### src/rtl/sequence_pkg.sv
// Shared types and constants for the sequence playback block.
// Optional zero-terminated playback is enabled by defining SEQ_ZERO_TERMINATE_EN.
package sequence_pkg;

  localparam int SEQ_W       = 20;
  localparam int SYM_W       = 4;
  localparam int NUM_SYMBOLS = 5;
  localparam int ADDR_W      = 5;
  localparam int CNT_W       = 8;
  localparam int IDX_W       = 3;

  typedef enum logic [2:0] {
    IDLE = 3'd0,
    READ = 3'd1,
    WAIT = 3'd2,
    SHOW = 3'd3,
    GAP  = 3'd4,
    DONE = 3'd5
  } state_t;

  // Symbol idx of a stored word; index 0 is the most significant nibble.
  function automatic logic [SYM_W-1:0] sym_at(input logic [SEQ_W-1:0] word,
                                                input logic [IDX_W-1:0] idx);
    logic [SEQ_W-1:0] sh;
    sh = word >> (SYM_W * (NUM_SYMBOLS - 1 - int'(idx)));
    return sh[SYM_W-1:0];
  endfunction

endpackage

### src/rtl/playback_timer.sv
// Loadable 8-bit down-counter; expired is high while the count sits at zero.
// The count saturates at zero instead of wrapping.
module playback_timer
  import sequence_pkg::*;
(
  input  logic             clk,
  input  logic             rst,
  input  logic             load,
  input  logic [CNT_W-1:0] value,
  output logic             expired
);

  logic [CNT_W-1:0] count_q;
  logic [CNT_W-1:0] count_d;

  always_comb begin
    count_d = count_q;
    if (load) begin
      count_d = value;
    end else if (count_q != '0) begin
      count_d = count_q - 1'b1;
    end
  end

  always_ff @(posedge clk or posedge rst) begin
    if (rst) begin
      count_q <= '0;
    end else begin
      count_q <= count_d;
    end
  end

  assign expired = (count_q == '0);

endmodule

### src/rtl/sequence_playback.sv
// Fetches one 20-bit word from RAM and shows its five nibbles MSB first with
// hold/gap timing. Define SEQ_ZERO_TERMINATE_EN to stop playback at the first zero nibble.
module sequence_playback
  import sequence_pkg::*;
#(
  parameter int                HOLD_CYCLES = 8,
  parameter int                GAP_CYCLES  = 2,
  parameter logic [ADDR_W-1:0] SEQ_ADDR    = 5'd0
) (
  input  logic              clk,
  input  logic              rst,
  input  logic              start,
  output logic              RAM_R,
  output logic [ADDR_W-1:0] RAM_addr,
  input  logic [SEQ_W-1:0]  RAM_data,
  output logic [SYM_W-1:0]  symbol,
  output logic              symbol_valid,
  output logic              busy,
  output logic              done,
  output state_t            dbg_state_o
);

`ifdef SEQ_ZERO_TERMINATE_EN
  localparam bit ZERO_TERM = 1'b1;
`else
  localparam bit ZERO_TERM = 1'b0;
`endif

  // Counter runs value..0, so a load of N-1 yields N cycles in the state.
  localparam logic [CNT_W-1:0] HOLD_LOAD = CNT_W'(HOLD_CYCLES - 1);
  localparam logic [CNT_W-1:0] GAP_LOAD  = CNT_W'(GAP_CYCLES - 1);
  localparam logic [IDX_W-1:0] LAST_IDX  = IDX_W'(NUM_SYMBOLS - 1);

  state_t            state_q, state_d;
  logic [SEQ_W-1:0]  word_q, word_d;
  logic [IDX_W-1:0]  idx_q, idx_d;
  logic [IDX_W-1:0]  idx_next;
  logic              tmr_load;
  logic [CNT_W-1:0]  tmr_value;
  logic              tmr_expired;

  logic              ram_r_q, ram_r_d;
  logic [ADDR_W-1:0] ram_addr_q, ram_addr_d;
  logic [SYM_W-1:0]  symbol_q, symbol_d;
  logic              symbol_valid_q, symbol_valid_d;
  logic              busy_q, busy_d;
  logic              done_q, done_d;

  playback_timer u_timer (
    .clk     (clk),
    .rst     (rst),
    .load    (tmr_load),
    .value   (tmr_value),
    .expired (tmr_expired)
  );

  assign idx_next = idx_q + 3'd1;

  always_comb begin
    state_d   = state_q;
    word_d    = word_q;
    idx_d     = idx_q;
    tmr_load  = 1'b0;
    tmr_value = HOLD_LOAD;
    case (state_q)
      IDLE: begin
        idx_d = '0;
        if (start) state_d = READ;
      end
      READ: state_d = WAIT;
      WAIT: begin
        word_d = RAM_data;
        idx_d  = '0;
        if (ZERO_TERM && (sym_at(RAM_data, '0) == '0)) begin
          state_d = DONE;
        end else begin
          state_d  = SHOW;
          tmr_load = 1'b1;
        end
      end
      SHOW: begin
        if (tmr_expired) begin
          // The zero check looks ahead so a terminating nibble gets no gap either.
          if (idx_q == LAST_IDX) begin
            state_d = DONE;
          end else if (ZERO_TERM && (sym_at(word_q, idx_next) == '0)) begin
            state_d = DONE;
          end else if (GAP_CYCLES == 0) begin
            state_d  = SHOW;
            idx_d    = idx_next;
            tmr_load = 1'b1;
          end else begin
            state_d   = GAP;
            tmr_load  = 1'b1;
            tmr_value = GAP_LOAD;
          end
        end
      end
      GAP: begin
        if (tmr_expired) begin
          state_d  = SHOW;
          idx_d    = idx_next;
          tmr_load = 1'b1;
        end
      end
      DONE:    state_d = IDLE;
      default: state_d = IDLE;
    endcase
  end

  // Outputs are decoded from the next state so they register in step with it.
  always_comb begin
    busy_d         = (state_d != IDLE);
    ram_r_d        = (state_d == READ);
    ram_addr_d     = (state_d == READ) ? SEQ_ADDR : '0;
    done_d         = (state_d == DONE);
    symbol_valid_d = (state_d == SHOW);
    symbol_d       = (state_d == SHOW) ? sym_at(word_d, idx_d) : '0;
  end

  always_ff @(posedge clk or posedge rst) begin
    if (rst) begin
      state_q        <= IDLE;
      word_q         <= '0;
      idx_q          <= '0;
      ram_r_q        <= 1'b0;
      ram_addr_q     <= '0;
      symbol_q       <= '0;
      symbol_valid_q <= 1'b0;
      busy_q         <= 1'b0;
      done_q         <= 1'b0;
    end else begin
      state_q        <= state_d;
      word_q         <= word_d;
      idx_q          <= idx_d;
      ram_r_q        <= ram_r_d;
      ram_addr_q     <= ram_addr_d;
      symbol_q       <= symbol_d;
      symbol_valid_q <= symbol_valid_d;
      busy_q         <= busy_d;
      done_q         <= done_d;
    end
  end

  assign RAM_R        = ram_r_q;
  assign RAM_addr     = ram_addr_q;
  assign symbol       = symbol_q;
  assign symbol_valid = symbol_valid_q;
  assign busy         = busy_q;
  assign done         = done_q;
  assign dbg_state_o  = state_q;

endmodule

### config.mk
export PLATFORM = sky130hd
export DESIGN_NAME = sequence_playback
export DESIGN_NICKNAME = d
export VERILOG_FILES = /design/src/rtl/sequence_pkg.sv /design/src/rtl/playback_timer.sv /design/src/rtl/sequence_playback.sv
export SDC_FILE = /design/constraint.sdc
export NUM_CORES = 1
export LEC_CHECK = 0
export ABC_AREA = 0
export BUFFER_PORTS_ARGS = -buffer_cell sky130_fd_sc_hd__buf_2
export CORE_MARGIN = 5
export CORE_UTILIZATION = 49
export DETAILED_ROUTE_END_ITERATION = 10
export GPL_ROUTABILITY_DRIVEN = 1
export PLACE_DENSITY = 0.75
export SLEW_MARGIN = 5
export SYNTH_ARGS = -nofsm -noshare
export SYNTH_HDL_FRONTEND = slang
export SYNTH_SLANG_ARGS = --single-unit
### constraint.sdc
create_clock -name clk -period 2.7 [get_ports clk]
set_input_delay 0.675 -clock clk [delete_from_list [all_inputs] [get_ports clk]]
set_output_delay 0.675 -clock clk [all_outputs]
set_load 0.01 [all_outputs]
# Yosys cells after proc, flatten, opt, wreduce, memory -nomap -nowiden
# Index checks and enable logic that the tools add are counted.
# op_classes
mux	18
addsub	3
n_reduce_logical	6
eq_ne	8
shifts	1
# op_table
op	n
20-bit by 32-bit >> shifter with 4-bit output	1
3-bit two-way mux	7
20-bit two-way mux	1
8-bit two-way mux	2
3-bit one-hot mux with 5 select lines	1
3-bit by 2-bit == test with 1-bit output (second input constant)	3
3-bit == test (second input constant)	3
8-bit zero test	1
8-bit nonzero test	1
8-bit by 1-bit subtractor with 8-bit output (second input constant)	1
3-bit by 1-bit == test with 1-bit output (second input constant)	2
3-bit one-hot mux with 2 select lines	1
1-bit two-way mux	4
4-bit two-way mux	1
3-bit by 3-bit subtractor with 4-bit output (first input constant)	1
3-bit by 1-bit adder with 3-bit output (second input constant)	1
3-bit zero test	1
1-bit one-hot mux with 3 select lines	1
3-bit nonzero test	1
2-bit nonzero test	1
2-bit OR reduction	1
# word_totals
ff_bits	42
out_inout_bits	16
word_cells	45
input_bits	23

# Depth between registers and ports, before layout
# Gate-level depths: netlist (run 1).
# logic_depth
ltp_word	6
ltp_mapped	12
ltp_nobuf	10

# Modules after synthesis
# Synthesis (run 1) repeated with hierarchy kept, for this count alone.
# hier_totals
cells_unflattened	205
area_unflattened_um2	2248.4
# by_module_without_submodules
module	seq_area_each_um2	cells_per_inst	instances	area_per_inst_um2
sequence_playback	850.8	149	1	1751.7
playback_timer	200.2	56	1	496.7

# Worst setup path before layout (run 1)
# Ideal clock, no wire load.
# synth_timing
path_type	register to register
from	register u_timer.count_q[0]
to	register symbol_q[3] (netlist: symbol[3])
period_less_slack_ns	2.920
path_stages_with_launch	13
n_path_buf	2
required_ns	2.580
setup_ns	0.120
arrival_ns	2.800
slack_ns	-0.220
path_cell_list	dfrtp_1 -> inv_1 -> ha_1 -> nor4b_4 -> nand3_1 -> mux2i_1 -> buf_4 -> inv_1 -> ha_1 -> clkbuf_1 -> mux4_2 -> nand2_1 -> a21oi_1
# synth_via
elab_chain_cells	6
word_cells_on_any_way	10
cone_classes	add/sub (1); eq/ne (1); shift (1); mux (6); reduce/logical (1)
# synth_lines
element	line_no	source
start, declared	playback_timer.sv:13	logic [CNT_W-1:0] count_q;
start signal, assigned	playback_timer.sv:29	count_q <= count_d;
8-bit zero test	playback_timer.sv:33	assign expired = (count_q == '0);
3-bit two-way mux	sequence_playback.sv:100	if (tmr_expired) begin
3-bit one-hot mux with 2 select lines	sequence_playback.sv:65	case (state_q)
named net idx_d[0]	sequence_playback.sv:36	logic [IDX_W-1:0] idx_q, idx_d;
3-bit by 3-bit subtractor with 4-bit output	sequence_pkg.sv:25	sh = word >> (SYM_W * (NUM_SYMBOLS - 1 - int'(idx)));
20-bit by 32-bit >> shifter with 4-bit output	sequence_pkg.sv:25	
4-bit two-way mux	sequence_playback.sv:118	symbol_d = (state_d == SHOW) ? sym_at(word_d, idx_d) : '0;
named net symbol_d[3]	sequence_playback.sv:44	logic [SYM_W-1:0] symbol_q, symbol_d;
end signal, assigned	sequence_playback.sv:138	symbol_q <= symbol_d;
end, declared	sequence_playback.sv:44	
# The timed path passes the listed nets, and every way through them passes these cells.
# A chain may end at the register's enable or synchronous reset.

# Worst setup path in the final report (run 1)
# layout_timing
from	register u_timer.count_q[1]
to	register symbol_q[0] (netlist: symbol[0])
# The elaborated chain is that of the path after synthesis.

==> impl_metrics.env, run 1 <==
export IMPL_outcome="completed"
export IMPL_drive_above_1_share=0.4104
export IMPL_peakVddDrop_uv=493.7
export IMPL_rsz0062_at_grt="false"
export IMPL_start_util=0.5116
export IMPL_rr_worst_depth=11
export IMPL_synth_edff_count=0
export IMPL_route_antenna_remaining_nets=0
export IMPL_io_pins=39
export IMPL_grt_pass1_wl_um=6396
export IMPL_grt_busiest_layer="met2"
export IMPL_multiInputGateArea_um2=945.9
export IMPL_drc=0
export IMPL_regToRegEndpoint="symbol[0]"
export IMPL_leakage_nw=1.100
export IMPL_critPathKind="reg2reg"
export IMPL_fillCellCount=333
export IMPL_worstHoldPathType="reg2reg"
export IMPL_tns_ps=0
export IMPL_track_usage=0.1524
export IMPL_finalCritPeriodShare=0.9325
export IMPL_drv_cap=0
export IMPL_die_h_um=75.09
export IMPL_h_tree_depth=2
export IMPL_finalHoldViolCount=0
export IMPL_yosysTopAreaCellShare=0.5063
export IMPL_dp_hpwl_um=2677
export IMPL_hp_start="word_q[3]"
export IMPL_cts_sinks=42
export IMPL_drt_initial_drc_count=85
export IMPL_cts_tree="yes"
export IMPL_cp_end_kind="flop"
export IMPL_max_slew_margin=0.5428
export IMPL_diodes=0
export IMPL_grt_pass1_vias=1422
export IMPL_vias_per_cell=5.237
export IMPL_rrSetupSlack_ps=180
export IMPL_clk_pin_slew_ps=80
export IMPL_first_pass_iters=4
export IMPL_ff_latch_area_um2=1051
export IMPL_synthArstFlopShare=1.000
export IMPL_worstPathArrival_ps=2690
export IMPL_worstPathRequired_ps=2870
export IMPL_synth_avg_cell_area_um2=12.21
export IMPL_nNetsFinal=239
export IMPL_ys_ff_latch=42
export IMPL_path_cells="inv_2 -> ha_4 -> nor4b_4 -> buf_4 -> and3_1 -> o31ai_4 -> inv_1 -> ha_1 -> buf_4 -> mux4_2 -> o21a_1"
export IMPL_areaGrowthSynthToFinish_pct=16.21
export IMPL_path_buf_inv=4
export IMPL_met1_usage=0.2043
export IMPL_final_cells=262
export IMPL_ys_warn_count=0
export IMPL_yosys_area_top_type="dfrtp_1"
export IMPL_cts_buffers=5
export IMPL_cpMaxStageDelayCell="dfrtp_1"
export IMPL_vias=1372
export IMPL_coreArea_um2=4058
export IMPL_grt_overflow_total=0
export IMPL_gp_congestion=0.8200
export IMPL_holdBufCountCts=0
export IMPL_ys_top_cells_by_area="dfrtp_1 51%, mux2_2 8.7%, mux4_2 4.3%"
export IMPL_ys_types=45
export IMPL_fmax_mhz=397.2
export IMPL_dp_cells=252
export IMPL_cts_root_buffer="clkbuf_8"
export IMPL_path_max_fanout=7
export IMPL_regToRegStartpoint="u_timer.count_q[1]"
export IMPL_antenna_found_initial=0
export IMPL_path_delay_family="adder cells"
export IMPL_p_per_area_nw_per_um2=1029
export IMPL_fp_dieW_um=75.09
export IMPL_rows=23
export IMPL_ys_seq_area_frac=0.5063
export IMPL_worst_pin_slew_ps=684.1
export IMPL_synth_area_um2=2076
export IMPL_fin_skew_ps=4.695
export IMPL_grt_max_degree=43
export IMPL_clk_insertion_delay_late_ps=290
export IMPL_met3_usage=0.05607
export IMPL_synthCells=170
export IMPL_min_to="word_q[3]"
export IMPL_grtUsageMet2=0.2292
export IMPL_wl_per_cell_um=14.51
export IMPL_crit_path_start_kind="flop"
export IMPL_finalSetupViolations=0
export IMPL_routed_wl_um=3801
export IMPL_hold_path_depth=1
export IMPL_ys_flop_type="dfrtp_1"
export IMPL_slowest_delay_ps=370
export IMPL_io_buffers=33
export IMPL_period_needed_ps=2518
export IMPL_final_max_slew_viol_count=0
export IMPL_dieArea_um2=5638
export IMPL_clk_path_buf_depth=2
export IMPL_timing_critical_path_mode_cell="buf_4"
-- worst max path at each step --
stage / slack [ps] / to / depth (start not counted) / from
after floorplan: 10 / symbol[3] / 12 / u_timer.count_q[0]
after global placement: 210 / symbol[3] / 10 / u_timer.count_q[0]
after detailed placement: 150 / symbol[3] / 10 / u_timer.count_q[0]
after CTS: 130 / symbol[0] / 10 / u_timer.count_q[0]
after global routing: 10 / symbol[3] / 11 / u_timer.count_q[1]
final: 180 / symbol[0] / 11 / u_timer.count_q[1]
-- final cells by class --
type	instances	share of cell area
Sequential cell	42	0.4357
Timing Repair Buffer	43	0.09959
Multi-Input combinational cell	111	0.3921
Clock buffer	5	0.02853
Clock inverter	2	0.004149
Inverter	9	0.01400
Tap cell	50	0.02593
-- worst register-to-register path, cell delays in order, from the launching register on --
cell,delay (ps)
dfrtp_1,370
inv_2,60
ha_4,170
nor4b_4,120
buf_4,170
and3_1,230
o31ai_4,230
inv_1,70
ha_1,340
buf_4,160
mux4_2,290
o21a_1,200
-- registers in the layout, summed over array words and instances, names as in the netlist --
name,flops
symbol_valid,1
done,1
idx_q,3
RAM_R,1
word_q,20
busy,1
dbg_state_o,3
u_timer.count_q,8
symbol,4
-- cell families after synthesis --
kind of cell	after synthesis	synth area share
flip-flops	42	0.5063
other	1	0.001807
AO/OA/AOI/OAI	25	0.08258
buffers and inverters	21	0.06027
AND/OR/NAND/NOR	44	0.1266
adder cells (fa/ha/maj)	4	0.02411
multiplexers	26	0.1688
XOR/XNOR	7	0.02954
-- cells in the mapped netlist, drive strengths merged (3+ instances only) --
| cell type | count |
|---|---|
| nand2 | 10 |
| mux4 | 4 |
| nor3b | 5 |
| nor3 | 5 |
| nand4 | 3 |
| mux2 | 20 |
| xnor2 | 4 |
| buf | 10 |
| o211a | 3 |
| nor2 | 9 |
| dfrtp | 42 |
| o21ai | 7 |
| inv | 9 |
| o21a | 3 |
| xor2 | 3 |
| a21oi | 6 |
| ha | 4 |
-- routing by layer --
layer | wire, um | up-vias
met2 | 1777 | 36
met5 | 0 | -
met3 | 245 | 2
li1 | - | 669
met4 | 19 | 0
met1 | 1758 | 665
-- stage by stage --
step / util / total power, mW / instance area, um2 / worst slack, ps / hold slack [ps]
3_3_place_gp: 0.5649 / 2.077 / 2292 / 206.7 / 468.1
2_1_floorplan: - / 1.868 / 2113 / 12.17 / 450.3
5_1_grt: 0.5945 / 2.688 / 2412 / 12.34 / 517.2
3_5_place_dp: 0.5649 / 2.091 / 2292 / 153.5 / 472.6
6_report: 0.5945 / 2.482 / 2412 / 182.3 / 482.2
4_1_cts: 0.5843 / 2.480 / 2371 / 126.0 / 489.1
-- cell usage in the layout, fill, tap and decap left out, types with 3 or more instances in the layout --
master / netlist / final
xnor2_1: 4 / 4
buf_4: 6 / 10
nand2_1: 10 / 10
nand4_1: 3 / 3
clkbuf_8: 0 / 5
buf_2: 1 / 33
o21a_1: 3 / 3
nor3b_1: 4 / 4
nor2_1: 8 / 8
o21ai_0: 5 / 5
o211a_1: 3 / 3
a21oi_1: 6 / 6
dfrtp_1: 42 / 42
mux2_2: 16 / 16
inv_1: 9 / 7
mux4_2: 4 / 4
xor2_1: 3 / 3
conb_1: 1 / 5
ha_1: 4 / 3
mux2_4: 3 / 3
nor3_1: 4 / 4
-- repair_timing --
action	in CTS	in global routing
resized for setup	0	3
endpoints found under the setup margin	0	4
hold endpoints to repair	0	0
setup buffers	0	3
-- report_power, final --
group	switching [mW]	internal, mW
sequential	0.122	0.890
clock	0.197	0.173
combinational	0.527	0.572
total	0.847	1.63
No activity file was read; power rests on OpenSTA's default activity.
==> run 2: changes to the inputs <==
- BUFFER_PORTS_ARGS: -buffer_cell sky130_fd_sc_hd__buf_2 -> -buffer_cell sky130_fd_sc_hd__clkbuf_2
==> run 2 against run 1 <==
Effect of this change: global-route usage grew 0.21 points; combinational power is essentially flat; largest cell class unchanged; clock skew shrank 1.5 ps; setup slack lost 30 ps; non-clock buffer count is the same; critical path type unchanged; via count grew 0.73%; core utilization grew 0.93 points; cell count grew 0.38%; critical path depth shrank 2; first-iteration DRC count grew 29%; fmax shrank 1.2%.
==> impl_metrics.env, run 2 (synthesis results as in run 1) <==
export IMPL_routed_wl_um=3876
export IMPL_cts_sinks=42
export IMPL_post_place_ws_ps=113.1
export IMPL_worstHoldPathType="in2async"
export IMPL_finalCritPeriodShare=0.9436
export IMPL_coreArea_um2=4058
export IMPL_antenna_found_initial=0
export IMPL_path_max_fanout=10
export IMPL_drt_initial_drc_count=110
export IMPL_cts_root_buffer="clkbuf_8"
export IMPL_track_usage=0.1545
export IMPL_fin_area_um2=2450
export IMPL_dp_cells=252
export IMPL_regToRegEndpoint="symbol[2]"
export IMPL_worstPathRequired_ps=2880
export IMPL_fp_dieW_um=75.09
export IMPL_tns_ps=0
export IMPL_rows=23
export IMPL_grt_max_degree=43
export IMPL_place_area_um2=2292
export IMPL_rrSetupSlack_ps=150
export IMPL_fillCellCount=326
export IMPL_cp_end_kind="flop"
export IMPL_areaGrowthSynthToFinish_pct=18.02
export IMPL_drv_cap=0
export IMPL_multiInputGateArea_um2=953.4
export IMPL_rr_worst_depth=9
export IMPL_die_h_um=75.09
export IMPL_p_per_area_nw_per_um2=1048
export IMPL_h_tree_depth=2
export IMPL_finalSetupViolations=0
export IMPL_final_max_slew_viol_count=0
export IMPL_fin_skew_ps=3.217
export IMPL_setup_slack_ps=152.2
export IMPL_finalHoldViolCount=0
export IMPL_period_needed_ps=2548
export IMPL_worst_pin_slew_ps=619.1
export IMPL_final_cell_mix="42 x dfrtp_1, 33 x clkbuf_2, 16 x mux2_2"
export IMPL_outcome="completed"
export IMPL_top_register="word_q"
export IMPL_dp_hpwl_um=2811
export IMPL_regToRegStartpoint="u_timer.count_q[0]"
export IMPL_route_antenna_remaining_nets=0
export IMPL_drc=0
export IMPL_wl_per_cell_um=14.74
export IMPL_final_common_cell="dfrtp_1"
export IMPL_final_cells=263
export IMPL_crit_path_start_kind="flop"
export IMPL_dieArea_um2=5638
export IMPL_ff_latch_area_um2=1051
export IMPL_grt_pass1_wl_um=6534
export IMPL_vias=1382
export IMPL_fmax_mhz=392.5
export IMPL_vias_per_cell=5.255
export IMPL_gp_congestion=0.8011
export IMPL_clk_insertion_delay_late_ps=290
export IMPL_largest_register_ff_count=20
export IMPL_peakVddDrop_uv=617.3
export IMPL_max_slew_margin=0.5862
export IMPL_first_pass_iters=4
export IMPL_worstPathArrival_ps=2730
export IMPL_nNetsFinal=239
export IMPL_cts_tree="yes"
export IMPL_clk_pin_slew_ps=80
export IMPL_io_buffers=33
export IMPL_grt_overflow_total=0
export IMPL_clk_path_buf_depth=2
export IMPL_cts_buffers=5
export IMPL_start_util=0.5116
export IMPL_drive_above_1_share=0.4225
export IMPL_leakage_nw=1.114
export IMPL_rsz0062_at_grt="false"
export IMPL_io_pins=39
export IMPL_critPathKind="reg2reg"
export IMPL_grt_pass1_vias=1452
export IMPL_diodes=0
run 2: how the worst max path moves through the flow:
stage	start	depth (start not counted)	slack (ps)	endpoint
2_1_floorplan	u_timer.count_q[0]	12	10	symbol[3]
3_3_place_gp	u_timer.count_q[0]	10	210	symbol[3]
3_5_place_dp	u_timer.count_q[0]	10	110	symbol[3]
4_1_cts	u_timer.count_q[0]	10	90	symbol[3]
5_1_grt	u_timer.count_q[0]	10	30	symbol[3]
6_report	u_timer.count_q[0]	9	150	symbol[2]
run 2: power breakdown:
group	switching, mW	internal (mW)
clock network	0.208	0.272
logic	0.511	0.559
registers	0.129	0.889
run 2: repair_timing:
item                       CTS  global route
setup endpoints to repair    0             4
setup buffers                0             3
hold buffers                 0             0
gates resized for setup      0             4
hold endpoints to repair     0             0
run 2: metrics by stage:
step,utilization,power [mW],hold WS [ps]
finish,0.6038,2.568,482.9
detailed placement,0.5649,2.104,473.4
global placement,0.5649,2.077,467.5
global route,0.6038,2.756,513.6
floorplan,-,1.868,450.3
CTS,0.5917,2.600,491.3
run 2: routing by layer:
metal  GRT usage  up-vias  share of wire  routed length (um)
li1            -      672              -                   -
met1      0.2029      675           0.45                1732
met2      0.2379       29           0.49                1883
met3     0.05073        6          0.052                 200
met4     0.05929        0          0.015                  59
met5           0        -              0                   0
run 2: worst max-delay path, stage by stage (launching register included):
cell and delay [ps]:
dfrtp_1 420, inv_2 90, ha_4 150, nor4b_4 390, nand3_2 150, mux2i_2 230, buf_4 140, buf_4 170
mux4_2 510, o21a_1 190
run 2: layout make-up:
class                           instances  area share
Tap cell                               50     0.02554
Sequential cell                        42      0.4290
Inverter                                9     0.01379
Clock inverter                          3     0.01634
Timing Repair Buffer                   43     0.09806
Clock buffer                            5     0.02809
Multi-Input combinational cell        111      0.3892
